--- config.mk ---
export PLATFORM = sky130hd
export DESIGN_NAME = ddr2_64bit_ex_pattern_ctrl
export DESIGN_NICKNAME = d
export VERILOG_FILES = /design/src/rtl/ddr2_64bit_ex_pattern_ctrl.sv
export SDC_FILE = /design/constraint.sdc
export NUM_CORES = 1
export LEC_CHECK = 0
export BUFFER_PORTS_ARGS = -buffer_cell sky130_fd_sc_hd__buf_4
export CORE_MARGIN = 10
export CORE_UTILIZATION = 50
export DETAILED_ROUTE_END_ITERATION = 7
export PLACE_DENSITY = 0.74
export SYNTH_ARGS = -nofsm -noshare
export SYNTH_HDL_FRONTEND = slang
export SYNTH_SLANG_ARGS = --single-unit
--- constraint.sdc ---
create_clock -name clk -period 2.81 [get_ports clk]
set_clock_uncertainty 0.2 [all_clocks]
set_input_delay 0.4215 -clock clk [delete_from_list [all_inputs] [get_ports clk]]
set_output_delay 0.4215 -clock clk [all_outputs]
set_load 0.1 [all_outputs]
--- src/rtl/ddr2_64bit_ex_pattern_ctrl.sv ---
// Write/read-back sequencer for the DDR2 64-bit example driver: replays the
// byte-lane LFSR stream for write data and for expected read data, then reports status.
module ddr2_64bit_ex_pattern_ctrl #(
    parameter int                NUM_BEATS = 16,
    parameter int                ADDR_W    = 24,
    parameter logic [ADDR_W-1:0] BASE_ADDR = '0,
    parameter int                TIMEOUT   = 255
) (
    input  logic              clk,
    input  logic              reset_n,
    input  logic              start,
    output logic              lfsr_enable,
    output logic              lfsr_pause,
    input  logic [63:0]       lfsr_data,
    output logic              local_write_req,
    output logic              local_read_req,
    output logic [ADDR_W-1:0] local_addr,
    input  logic              local_ready,
    input  logic              local_rdata_valid,
    input  logic [63:0]       local_rdata,
    output logic              busy,
    output logic              done,
    output logic              pass,
    output logic              timeout,
    output logic [7:0]        err_count
);

    localparam int CNT_W  = ADDR_W + 1;
    localparam int IDLE_W = (TIMEOUT > 1) ? $clog2(TIMEOUT) : 1;

    localparam logic [ADDR_W-1:0] LAST_BEAT = ADDR_W'(NUM_BEATS - 1);
    localparam logic [CNT_W-1:0]  RX_BEATS  = CNT_W'(NUM_BEATS);
    localparam logic [CNT_W-1:0]  RX_LAST   = CNT_W'(NUM_BEATS - 1);
    localparam logic [IDLE_W-1:0] IDLE_LAST = IDLE_W'(TIMEOUT - 1);

    localparam logic [2:0] S_IDLE    = 3'd0;
    localparam logic [2:0] S_WR_INIT = 3'd1;
    localparam logic [2:0] S_WRITE   = 3'd2;
    localparam logic [2:0] S_RD_INIT = 3'd3;
    localparam logic [2:0] S_READ    = 3'd4;
    localparam logic [2:0] S_WAIT_RD = 3'd5;
    localparam logic [2:0] S_DONE    = 3'd6;

    // Visible FSM state for bound checkers.
    logic [2:0]        state;
    logic [ADDR_W-1:0] wr_cnt;
    logic [ADDR_W-1:0] rd_cnt;
    logic [CNT_W-1:0]  rx_cnt;
    logic [IDLE_W-1:0] idle_cnt;

    logic wr_fire;
    logic rd_fire;
    logic rx_phase;
    logic rx_fire;
    logic mismatch;

    // Handshake: a request stays asserted with a stable address (and stable
    // lfsr_data for writes) until the cycle where req && local_ready, which is
    // the single transfer point; read data is taken whenever local_rdata_valid.
    assign wr_fire  = local_write_req && local_ready;
    assign rd_fire  = local_read_req && local_ready;
    assign rx_phase = (state == S_READ) || (state == S_WAIT_RD);
    assign rx_fire  = rx_phase && local_rdata_valid && (rx_cnt < RX_BEATS);
    assign mismatch = local_rdata != lfsr_data;

    assign local_write_req = state == S_WRITE;
    assign local_read_req  = state == S_READ;
    assign lfsr_enable     = (state == S_WRITE) || rx_phase;
    // The LFSRs step only when the current word has been consumed.
    assign lfsr_pause      = !(wr_fire || rx_fire);
    assign busy            = (state != S_IDLE) && (state != S_DONE);
    assign done            = state == S_DONE;
    assign pass            = done && (err_count == 8'd0) && !timeout;

    always_comb begin
        local_addr = BASE_ADDR;
        if (state == S_WRITE) begin
            local_addr = BASE_ADDR + wr_cnt;
        end else if (state == S_READ) begin
            local_addr = BASE_ADDR + rd_cnt;
        end
    end

    always_ff @(posedge clk or negedge reset_n) begin
        if (!reset_n) begin
            state     <= S_IDLE;
            wr_cnt    <= '0;
            rd_cnt    <= '0;
            rx_cnt    <= '0;
            idle_cnt  <= '0;
            err_count <= 8'd0;
            timeout   <= 1'b0;
        end else begin
            idle_cnt <= '0;
            case (state)
                S_IDLE, S_DONE: begin
                    if (start) begin
                        state     <= S_WR_INIT;
                        wr_cnt    <= '0;
                        rd_cnt    <= '0;
                        rx_cnt    <= '0;
                        err_count <= 8'd0;
                        timeout   <= 1'b0;
                    end
                end
                S_WR_INIT: begin
                    state <= S_WRITE;
                end
                S_WRITE: begin
                    if (wr_fire) begin
                        wr_cnt <= wr_cnt + ADDR_W'(1);
                        if (wr_cnt == LAST_BEAT) begin
                            state <= S_RD_INIT;
                        end
                    end
                end
                S_RD_INIT: begin
                    rd_cnt <= '0;
                    rx_cnt <= '0;
                    state  <= S_READ;
                end
                S_READ: begin
                    if (rd_fire) begin
                        rd_cnt <= rd_cnt + ADDR_W'(1);
                        if (rd_cnt == LAST_BEAT) begin
                            state <= S_WAIT_RD;
                        end
                    end
                end
                S_WAIT_RD: begin
                    // The final beat closes the run on the edge it arrives.
                    if ((rx_cnt == RX_BEATS) || (rx_fire && (rx_cnt == RX_LAST))) begin
                        state <= S_DONE;
                    end else if (!local_rdata_valid) begin
                        if (idle_cnt == IDLE_LAST) begin
                            timeout <= 1'b1;
                            state   <= S_DONE;
                        end else begin
                            idle_cnt <= idle_cnt + IDLE_W'(1);
                        end
                    end
                end
                default: begin
                    state <= S_IDLE;
                end
            endcase

            if (rx_fire) begin
                rx_cnt <= rx_cnt + CNT_W'(1);
                if (mismatch && (err_count != 8'hFF)) begin
                    err_count <= err_count + 8'd1;
                end
            end
        end
    end

endmodule

==> run metrics <==
clock buffers created by TritonCTS=9; fin nets=about 900; Clk pin slew, worst setup/hold paths=around 0.1 ns; synth top area cells=dfrtp_1 42%, xor2_1 13%, nor4_1 4.8%; initial drt markers=approximately 400; Via Count=5314; Skew-Pair Late Insertion Delay=about 0.37 ns; layout cell share with drive strength beyond 1=a little under a third; first-pass GRT wire length=between 20000 and 30000 µm; Synth Instances=around 610; number of flops mapped to enable cells by yosys=0; grt total ovfl=0; Power Density=slightly below 600 mW/mm²; Internal Power=roughly 0.0025 W; RSZ-0062 raised after global routing=yes; R2R cell count=6; maxcap violations=0; fmax=between 300 and 400 MHz; DRC errors left=0; Ant. Diodes=0; library cells used by synthesis=45; port bufs=approximately 170; GRT Total Usage=~22%; post-synthesis sequential area ratio=around two fifths; Core Area=about 0.011 mm²; GR Layer Usage met3=between 4 and 5%; post-synthesis register bit count=93; Net Switching=between 0.0015 and 0.002 W; final setup vio count=0; DP Wirelength=about 14000 µm; placed insts=between 900 and 1000; WL final=~18000 µm; Post-synth ARST share=100.0%; Finished Cell Area=approximately 0.0076 mm²; worst rel slew slack=a little over half; largest area contributor in the netlist=dfrtp_1; worst slew pin tran=between 0.7 and 0.8 ns; post-DR wirelength/cell=19.59 µm; die extent in y=around 130 µm; crit path launch type=register; Post-DRT Antenna Nets=0; top cell type's share of synthesized area=41.63%; post-layout util=a little over two thirds; min cycle time layout=approximately 2.7 ns; largest net degree at the start of global routing=71; Finished Layout Cells=~930; reg2reg end=rd_cnt[19]; vias in the first global route=5218; reg2reg setup slack=0.16 ns; static leakage power=roughly 3.5 nW; area grow syn2layout=35.36%; clock sink count=93; CP Capture Type=output pin; critical path launch point=state[1]; final max-slew violation count=0; Primary FF master, synth=dfrtp_1; syn avg cell area=between 9 and 10 µm²; Switching Fraction=a little over two fifths; Worst EP required=2.19 ns; Final Wtd Congestion=slightly above 1; power share of the combinational group=between 40% and 50%; crit share post-route=between 90% and 100%; Syn Std Cell Area=between 0.005 and 0.006 mm²; Die X=approximately 130 µm; Critical Path Sink=local_addr[4]; Die ar.=roughly 0.016 mm²; grt peak-use layer=met2; Hold WC Path Type=primary input to register; grt met1 use=26.83%; fillers=a little under 900; Max VDD drop=357.4 µV; reg-to-reg startpoint=state[1]; Clock Tree Buf Depth=2; drt via density=around 5.7; met2 global-route usage=38.55%; clock root buffer=clkbuf_8; clock tree from TritonCTS=done; final hold vios=0; CP max FO=27; htree depth=3; Rows=38; Initial Utilization=51.34%; sequential power share=about 35%; I/O Pins=between 150 and 200; area post-placement=0.007114 mm²; outcome=finished, final reports clean; syn_nets=752; yosys warns=0; total negative setup slack=0 ns; post-CTS setup repair buffer count=0; Initial DRT Pass Iterations=5; critical path class=register to output pin; initial antenna violation count=0; Worst Path Arrival=~2.1 ns; clock share of power=22.8%; worst hold slack=between 0.15 and 0.2 ns
-- sequential cells by signal, indices dropped and copies added (netlist names) --
| name | cells |
|---|---|
| state | 3 |
| idle_cnt | 8 |
| wr_cnt | 24 |
| err_count | 8 |
| timeout | 1 |
| rx_cnt | 25 |
| rd_cnt | 24 |
-- logic make-up after synthesis --
group	share of synthesized area (%)
AND/OR/NAND/NOR	24.80
XOR/XNOR	15.67
AO/OA/AOI/OAI	11.75
flip-flops	41.63
buffers and inverters	4.006
adder cells (fa/ha/maj)	1.791
multiplexers	0.3581
-- worst max-delay path: stages, from the launching register on --
cell,delay [ns]
dfrtp_2,0.46
buf_4,0.18
inv_1,0.09
buf_4,0.16
nand2_1,0.10
nor2_2,0.15
buf_12,0.20
a22o_2,0.17
buf_6,0.22
-- cells in the final DEF, fill, tap and decap left out, types with 20 or more instances in the layout --
cell,synthesis,routed
nor2_1,47,46
inv_1,20,20
o21ai_0,22,22
nor4_1,43,42
buf_4,3,162
dfrtp_1,93,91
nand3_1,29,29
nand2_1,45,45
xor2_1,81,81
and2_1,23,23
-- metal layers --
| metal | part of all wire [%] | wire [µm] | vias to the layer above |
|---|---|---|---|
| met4 | 1.5 | 279 | 0 |
| met2 | 51 | 9273 | 231 |
| li1 | - | - | 2515 |
| met5 | 0 | 0 | - |
| met3 | 6.4 | 1157 | 24 |
| met1 | 41 | 7433 | 2544 |
-- per-stage QoR --
stage	setup slack (ns)	power [W]
after floorplan	-0.09075	0.002723
after CTS	0.002290	0.004327
after global placement	0.1635	0.003271
after global routing	-0.01546	0.004627
after detailed placement	0.06294	0.003313
final	0.06717	0.004406
-- Yosys cell counts (all sizes together) (4+ instances only) --
master	count
nor3	9
clkbuf	25
o31ai	6
a31o	5
or3	15
nor4	43
nor2	47
nand4	11
o21ai	22
xnor2	19
a21oi	21
dfrtp	93
or4	8
xor2	81
and2	23
buf	7
ha	8
inv	20
a211oi	4
nand2b	6
nand2	45
and3	12
nand3	29
a22o	25
-- layout make-up --
type	count	area, µm²	area share, %
sequential	93	2330	30.79
timing repair buffer	191	1605	21.21
clock buffer	10	127.6	1.687
tap	140	175.2	2.315
clock inverter	6	93.84	1.240
multi-input combinational	466	3161	41.77
inverter	20	75.07	0.9921
-- power by group through the flow --
stage	clock network (W)	registers (W)	logic, W
2_1_floorplan	0	0.00158	0.00114
3_3_place_gp	0	0.00153	0.00174
3_5_place_dp	0	0.00153	0.00178
4_1_cts	0.00102	0.00151	0.00180
5_1_grt	0.00108	0.00153	0.00201
6_report	0.00100	0.00152	0.00188
-- worst min path at each step --
stage / cells past startpoint / slack, ns / endpoint / from
floorplan: 0 / -0.07 / err_count[0] / reset_n
detailed placement: 1 / 0.15 / rx_cnt[5] / reset_n
global route: 4 / 0.18 / timeout / local_rdata_valid
CTS: 4 / 0.15 / timeout / local_rdata_valid
global placement: 1 / 0.14 / rx_cnt[6] / reset_n
finish: 4 / 0.16 / timeout / local_rdata_valid
-- repair_timing --
item                       4_1_cts  5_1_grt
cloned                           0        1
resized for setup                8       44
hold buffers                     1        0
hold endpoints to repair        23        0
setup endpoints to repair       25       30
pin swaps                        0        2
(Power assumes the default switching activity.)
